<file path="src/rtl/fcl_weight_store_if.sv">
// Bus between a fully connected layer and its weight store: init control,
// whole-array update handshake and the served weight array.
interface fcl_weight_store_if #(
  parameter int WIDTH   = 16,
  parameter int IN_DIM  = 4,
  parameter int OUT_DIM = 10
);
  logic [1:0]                                mode;
  logic                                      init_req;
  // Handshake: a whole array transfers on a cycle where update_valid && update_ready;
  // update_ready may depend combinationally on init_req, never on update_valid.
  logic                                      update_valid;
  logic [IN_DIM:0][OUT_DIM-1:0][WIDTH-1:0]   update_weights;
  logic                                      update_ready;
  logic [IN_DIM:0][OUT_DIM-1:0][WIDTH-1:0]   weights;
  logic                                      weights_valid;
  logic                                      init_busy;
  logic [15:0]                               update_count;

  modport master (
    output mode, init_req, update_valid, update_weights,
    input  update_ready, weights, weights_valid, init_busy, update_count
  );

  modport slave (
    input  mode, init_req, update_valid, update_weights,
    output update_ready, weights, weights_valid, init_busy, update_count
  );
endinterface

</file>
<file path="src/rtl/fcl_weight_store.sv">
// Weight/bias store for a fully connected layer: LFSR row-per-cycle init, then
// serves weights and takes whole-array updates. Optional macro: WSTORE_CLAMP_EN.
module fcl_weight_store #(
  parameter int          WIDTH       = 16,
  parameter int          IN_DIM      = 4,
  parameter int          OUT_DIM     = 10,
  parameter logic [15:0] SEED        = 16'hACE1,
  parameter int          INIT_SHIFT  = 0,
  parameter int          CLAMP_LIMIT = 8192
) (
  input  logic                 clk,
  input  logic                 reset,
  fcl_weight_store_if.slave    bus,
  output logic [1:0]           dbg_state
);
  localparam int ROWS = IN_DIM + 1;
  localparam int RW   = (ROWS > 1) ? $clog2(ROWS) : 1;

`ifdef WSTORE_CLAMP_EN
  localparam bit CLAMP_ON = 1'b1;
`else
  localparam bit CLAMP_ON = 1'b0;
`endif

  typedef enum logic [1:0] {S_IDLE = 2'd0, S_INIT = 2'd1, S_RUN = 2'd2} state_t;
  typedef logic [ROWS-1:0][OUT_DIM-1:0][WIDTH-1:0] warr_t;

  state_t        state_q, state_d;
  logic [RW-1:0] row_q, row_d;
  logic [1:0]    mode_q, mode_d;
  logic [15:0]   lfsr_q [OUT_DIM];
  logic [15:0]   lfsr_d [OUT_DIM];
  warr_t         weights_q, weights_d;
  logic          valid_q, valid_d;
  logic          busy_q, busy_d;
  logic [15:0]   count_q, count_d;

  function automatic logic [15:0] lane_seed(input int j);
    logic [31:0] p;
    logic [15:0] s;
    p = 32'(j) * 32'h0000_9E37;
    s = SEED ^ p[15:0];
    return (s == 16'h0000) ? 16'h0001 : s;
  endfunction

  function automatic logic [WIDTH-1:0] init_value(input logic [1:0] m,
                                                  input logic [WIDTH-1:0] lane);
    logic signed [WIDTH-1:0] r;
    r = lane;
    case (m)
      2'b01:   init_value = r;
      2'b10:   init_value = r >>> INIT_SHIFT;
      default: init_value = '0;
    endcase
  endfunction

  function automatic logic [WIDTH-1:0] store_value(input logic [WIDTH-1:0] v);
    int sv;
    sv = $signed(v);
    if (CLAMP_ON && (sv > CLAMP_LIMIT))  return WIDTH'(CLAMP_LIMIT);
    if (CLAMP_ON && (sv < -CLAMP_LIMIT)) return WIDTH'(-CLAMP_LIMIT);
    return v;
  endfunction

  // A pending init request blocks the update so init always wins a tie.
  assign bus.update_ready  = (state_q == S_RUN) && !bus.init_req;
  assign bus.weights       = weights_q;
  assign bus.weights_valid = valid_q;
  assign bus.init_busy     = busy_q;
  assign bus.update_count  = count_q;
  assign dbg_state         = state_q;

  always_comb begin
    state_d   = state_q;
    row_d     = row_q;
    mode_d    = mode_q;
    lfsr_d    = lfsr_q;
    weights_d = weights_q;
    valid_d   = valid_q;
    busy_d    = busy_q;
    count_d   = count_q;
    case (state_q)
      S_IDLE: begin
        mode_d  = bus.mode;
        row_d   = '0;
        busy_d  = 1'b1;
        state_d = S_INIT;
      end
      S_INIT: begin
        for (int r = 0; r < ROWS; r++) begin
          if (row_q == RW'(r)) begin
            for (int c = 0; c < OUT_DIM; c++) begin
              weights_d[r][c] = init_value(mode_q, lfsr_q[c][WIDTH-1:0]);
            end
          end
        end
        for (int c = 0; c < OUT_DIM; c++) begin
          lfsr_d[c] = {lfsr_q[c][14:0],
                       lfsr_q[c][15] ^ lfsr_q[c][13] ^ lfsr_q[c][12] ^ lfsr_q[c][10]};
        end
        if (row_q == RW'(IN_DIM)) begin
          state_d = S_RUN;
          busy_d  = 1'b0;
          valid_d = 1'b1;
        end else begin
          row_d = row_q + 1'b1;
        end
      end
      S_RUN: begin
        if (bus.init_req) begin
          state_d = S_INIT;
          mode_d  = bus.mode;
          row_d   = '0;
          count_d = '0;
          valid_d = 1'b0;
          busy_d  = 1'b1;
        end else if (bus.update_valid) begin
          for (int r = 0; r < ROWS; r++) begin
            for (int c = 0; c < OUT_DIM; c++) begin
              weights_d[r][c] = store_value(bus.update_weights[r][c]);
            end
          end
          if (count_q != 16'hFFFF) count_d = count_q + 16'd1;
        end
      end
      default: state_d = S_IDLE;
    endcase
  end

  always_ff @(posedge clk) begin
    if (reset) begin
      state_q   <= S_IDLE;
      row_q     <= '0;
      mode_q    <= 2'b00;
      weights_q <= '0;
      valid_q   <= 1'b0;
      busy_q    <= 1'b0;
      count_q   <= '0;
      for (int j = 0; j < OUT_DIM; j++) lfsr_q[j] <= lane_seed(j);
    end else begin
      state_q   <= state_d;
      row_q     <= row_d;
      mode_q    <= mode_d;
      weights_q <= weights_d;
      valid_q   <= valid_d;
      busy_q    <= busy_d;
      count_q   <= count_d;
      for (int j = 0; j < OUT_DIM; j++) lfsr_q[j] <= lfsr_d[j];
    end
  end
endmodule
</file>
<file path="src/flat_wrapper.sv">
// flat-port wrapper written by rule: the top's interface ports become plain ports
module fcl_weight_store_flat 
#(
  parameter int          WIDTH       = 16,
  parameter int          IN_DIM      = 4,
  parameter int          OUT_DIM     = 10,
  parameter logic [15:0] SEED        = 16'hACE1,
  parameter int          INIT_SHIFT  = 0,
  parameter int          CLAMP_LIMIT = 8192
)
  (clk, reset, dbg_state, bus_mode, bus_init_req, bus_update_valid, bus_update_weights, bus_update_ready, bus_weights, bus_weights_valid, bus_init_busy, bus_update_count);
  fcl_weight_store_if #(.WIDTH(WIDTH), .IN_DIM(IN_DIM), .OUT_DIM(OUT_DIM)) bus_i ();
  input  logic clk;
  input  logic reset;
  output logic [1:0] dbg_state;
  input wire logic [$bits(bus_i.mode)-1:0] bus_mode;
  input wire logic [$bits(bus_i.init_req)-1:0] bus_init_req;
  input wire logic [$bits(bus_i.update_valid)-1:0] bus_update_valid;
  input wire logic [$bits(bus_i.update_weights)-1:0] bus_update_weights;
  output wire logic [$bits(bus_i.update_ready)-1:0] bus_update_ready;
  output wire logic [$bits(bus_i.weights)-1:0] bus_weights;
  output wire logic [$bits(bus_i.weights_valid)-1:0] bus_weights_valid;
  output wire logic [$bits(bus_i.init_busy)-1:0] bus_init_busy;
  output wire logic [$bits(bus_i.update_count)-1:0] bus_update_count;
  assign bus_i.mode = bus_mode;
  assign bus_i.init_req = bus_init_req;
  assign bus_i.update_valid = bus_update_valid;
  assign bus_i.update_weights = bus_update_weights;
  assign bus_update_ready = bus_i.update_ready;
  assign bus_weights = bus_i.weights;
  assign bus_weights_valid = bus_i.weights_valid;
  assign bus_init_busy = bus_i.init_busy;
  assign bus_update_count = bus_i.update_count;
  fcl_weight_store #(.WIDTH(WIDTH), .IN_DIM(IN_DIM), .OUT_DIM(OUT_DIM), .SEED(SEED), .INIT_SHIFT(INIT_SHIFT), .CLAMP_LIMIT(CLAMP_LIMIT)) u_core (.clk(clk), .reset(reset), .bus(bus_i), .dbg_state(dbg_state));
endmodule
</file>
<file path="config.mk">
export PLATFORM = sky130hd
export DESIGN_NAME = fcl_weight_store_flat
export DESIGN_NICKNAME = d
export VERILOG_FILES = /design/src/rtl/fcl_weight_store_if.sv /design/src/rtl/fcl_weight_store.sv /design/src/flat_wrapper.sv
export SDC_FILE = /design/constraint.sdc
export NUM_CORES = 2
export LEC_CHECK = 0
export CAP_MARGIN = 20
export CELL_PAD_IN_SITES_DETAIL_PLACEMENT = 2
export CELL_PAD_IN_SITES_GLOBAL_PLACEMENT = 2
export CORE_AREA = 2 2 632 634
export DETAILED_ROUTE_END_ITERATION = 16
export DIE_AREA = 0 0 634 636
export HOLD_SLACK_MARGIN = 0.05
export PLACE_DENSITY = 0.44
export SKIP_CTS_REPAIR_TIMING = 1
export SYNTH_ARGS = -nofsm -noshare
export SYNTH_HDL_FRONTEND = slang
export SYNTH_SLANG_ARGS = --single-unit
</file>
<file path="constraint.sdc">
create_clock -name clk -period 3.67 [get_ports clk]
set_input_delay 0.367 -clock clk [delete_from_list [all_inputs] [get_ports clk]]
set_output_delay 0.367 -clock clk [all_outputs]
set_load 0.01 [all_outputs]
</file>
==> metrics.log <==
[metrics] run status: finished clean
[metrics] type of element launching the critical path: flop
[metrics] Top Layer Used: met5
[metrics] placed cell area: 66800 um^2
[metrics] DIE HEIGHT: 636 um
[metrics] VDD IR max: 0.000274 V
[metrics] HP Start: reset
[metrics] Post-synth ARST share: 0
[metrics] drt first-iter violations: 2301
[metrics] synthesis-to-finish area growth: 60.7%
[metrics] M1 wire length: 144000 um
[metrics] post-synthesis instance total: 4578
[metrics] remaining global-route overflow: 0
[metrics] final net count: 6794
[metrics] number of vias in the routed layout: 45.4k
[metrics] Fmax: 0.328 GHz
[metrics] clock skew: 0.0392 ns
[metrics] cell with the most instances after synthesis: dfxtp_1
[metrics] Die Area: 403000 um^2
[metrics] Pins Over Slew Limit: 0
[metrics] Core Region: 397000 um^2
[metrics] CTS root buffer: clkbuf_16
[metrics] final standard cell area without fillers: 71500 um^2
[metrics] cell types with the largest area share after synthesis: dfxtp_1 44%, a221oi_2 13%, nor3_2 9.4%
[metrics] most used standard cells in the synthesized netlist: 985 x dfxtp_1, 826 x nor2_1, 419 x nor3_2, 410 x a221oi_1, 390 x a221oi_2
[metrics] DRC violations left: 0
[metrics] initial antenna violation count: 132
[metrics] data required time at the worst endpoint: 3.30 ns
[metrics] Port Buffer Count: 1626
[metrics] CP Class: reg2out
[metrics] Post-Synthesis Net Count: 5390
[metrics] met3 WL post-DR: 30900 um
[metrics] setup repair after global routing missed its margin: no
[metrics] element type at the critical path end: output port
[metrics] GR Util All Layers: 0.178
[metrics] number of cell rows: 232
[metrics] final critical-path share of the clock period: 0.831
[metrics] startpoint of the most critical setup path: u_core.dbg_state[0]
[metrics] fraction of the yosys area taken by sequential cells: 0.443
[metrics] Synth area leader: dfxtp_1
[metrics] number of warnings issued by yosys: 0
[metrics] number of max-capacitance violations reported: 0
[metrics] Worst-Skew Late Latency: 0.86 ns
[metrics] CTS H-tree depth: 4
[metrics] clock slew at reported path FFs: 0.05 ns
[metrics] largest net degree at the start of global routing: 116
[metrics] signal arrival time at the worst endpoint: 2.68 ns
[metrics] post-route antenna net violation count: 0
[metrics] via-per-instance ratio: 3.99
[metrics] # clock sinks: 985
[metrics] estimated wirelength of the detail-placed design: 288000 um
[metrics] # IOs: 1627
[metrics] register bit count reported by yosys: 985
[metrics] maximum net fanout on the critical path: 6
[metrics] total power divided by cell area: 430 nW/um^2
[metrics] mean cell area of the mapped netlist: 9.72 um^2
[metrics] CTS tree: built
[metrics] post-synthesis cell type count: 55
[metrics] transition time at the pin with the least slew margin: 1.00 ns
[metrics] final number of setup-violating endpoints: 0
[metrics] combined buffer and inverter count along the critical path: 2
[metrics] worst relative slew slack: 0.330
[metrics] fraction of layout cells with a size suffix above 1: 0.198
[metrics] Final Hold Violating Endpoints: 0
[metrics] dominant delay contributor by cell family on the critical path: buffers and inverters
[metrics] clock buffer depth: 4
[metrics] aggregate routed wire length: 374000 um
[metrics] total leakage power: 0.0249 uW
[metrics] filler instances: 45.1k
[metrics] number of buffers created by CTS: 152
[metrics] minimum clock period after layout: 3.05 ns
[metrics] routed length per instance: 32.9 um
[metrics] cells along the critical path: buf_4 > nand2b_1 > nor2_1 > clkdlybuf4s50_1
[metrics] share of the synthesized area in the top cell type: 0.443
[metrics] netlist area before placement: 44500 um^2
[metrics] Power Total: 30700 uW
[metrics] starting density of the core: 0.112
[metrics] wire length of the first global-routing pass: 487000 um
[metrics] Routed met2 length: 188000 um
[metrics] via count of the first global-routing pass: 48.3k
[metrics] final setup TNS: 0 ns
[metrics] die span in x: 634 um
[metrics] path class of the lowest-slack min-delay path: in2reg
[metrics] top flip-flop cell by instance count after synthesis: dfxtp_1
[metrics] startpoint of the lowest-slack register-to-register path: u_core.dbg_state[0]
[metrics] gpl congestion: 0.831
[metrics] number of enable-type register cells in the synthesized netlist: 0
[metrics] router iterations before antenna repair: 7
[metrics] largest stage delay on the critical path: 0.65 ns
[metrics] CP max-delay cell: clkdlybuf4s50_1
==> per-stage QoR <==
step,utilization,setup slack (ns),hold WS (ns),cells
detailed placement,0.168,0.393,0.485,11100
global route,0.180,0.497,0.106,11400
floorplan,-,1.82,0.482,4578
CTS,0.180,0.540,0.0260,11300
finish,0.180,0.620,0.155,11400
global placement,0.168,0.382,0.474,11100
==> where the power goes <==
part / internal (uW) / switching [uW]
clock: 8290 / 6170
sequential: 11100 / 793
combinational: 1950 / 2400
total: 21400 / 9370
==> layout by cell type (no fill, tap or decap), types with 4 or more instances in the layout <==
cell	instances
clkinv_2	13
inv_6	5
inv_1	10
nand3_1	11
o311ai_0	4
a211o_1	5
a21o_4	4
ha_1	6
clkbuf_8	20
a211oi_1	5
xnor2_1	32
nor3_1	386
a31oi_1	7
a221oi_1	410
nor4_1	4
bufinv_16	4
diode_2	41
a21oi_4	4
nor2_1	826
buf_4	105
nand4_1	6
a21oi_1	79
nor3_2	419
buf_12	66
nand2_1	311
nand3b_1	80
clkbuf_16	152
mux2i_1	5
clkbuf_1	46
clkdlybuf4s50_1	1625
clkinvlp_4	4
dfxtp_1	983
a221oi_2	390
==> registers in the layout, summed over array words and instances, names as in the netlist <==
signal	flops
u_core.bus.weights	800
u_core.row_q	3
u_core.dbg_state	2
u_core.bus.init_busy	1
u_core.mode_q	2
u_core.bus.weights_valid	1
u_core.bus.update_count	16
u_core.lfsr_q	160
==> logic make-up (layout without fill, tap and decap cells) <==
logic type	after synthesis	in the layout	share of synthesized area
simple gates	2063	2063	0.254
flops	985	985	0.443
compound gates	930	930	0.231
buf+inv	557	2055	0.0629
xor+xnor	32	32	0.00630
fa+ha+maj	6	6	0.00169
mux	5	5	0.00113
other cells	0	41	0
==> area by class of cell <==
class	instances	area, um^2	area share
antenna	41	103	0.00144
clock buffer	218	4250	0.0595
clock inverter	30	342	0.00478
inverter	10	37.5	0.000525
multi-input combinational	3036	22000	0.308
sequential	985	19700	0.276
tap	5265	6590	0.0922
timing repair buffer	1797	18400	0.257
==> metal layers <==
layer,vias to the layer above,track usage
met5,-,0
met4,82,0.0497
met3,472,0.0643
met2,1406,0.317
met1,23600,0.198
li1,19900,-
==> final timing paths <==
path                             endpoint  slack (ns)  depth (start not counted)
setup reg to reg   u_core.bus.weights[15]        0.82                          6
setup / recovery         bus_update_ready        0.62                          4
hold / removal    u_core.bus.weights[142]        0.15                          2
hold reg to reg   u_core.bus.weights[623]        0.49                          2
(Power assumes the default switching activity.)
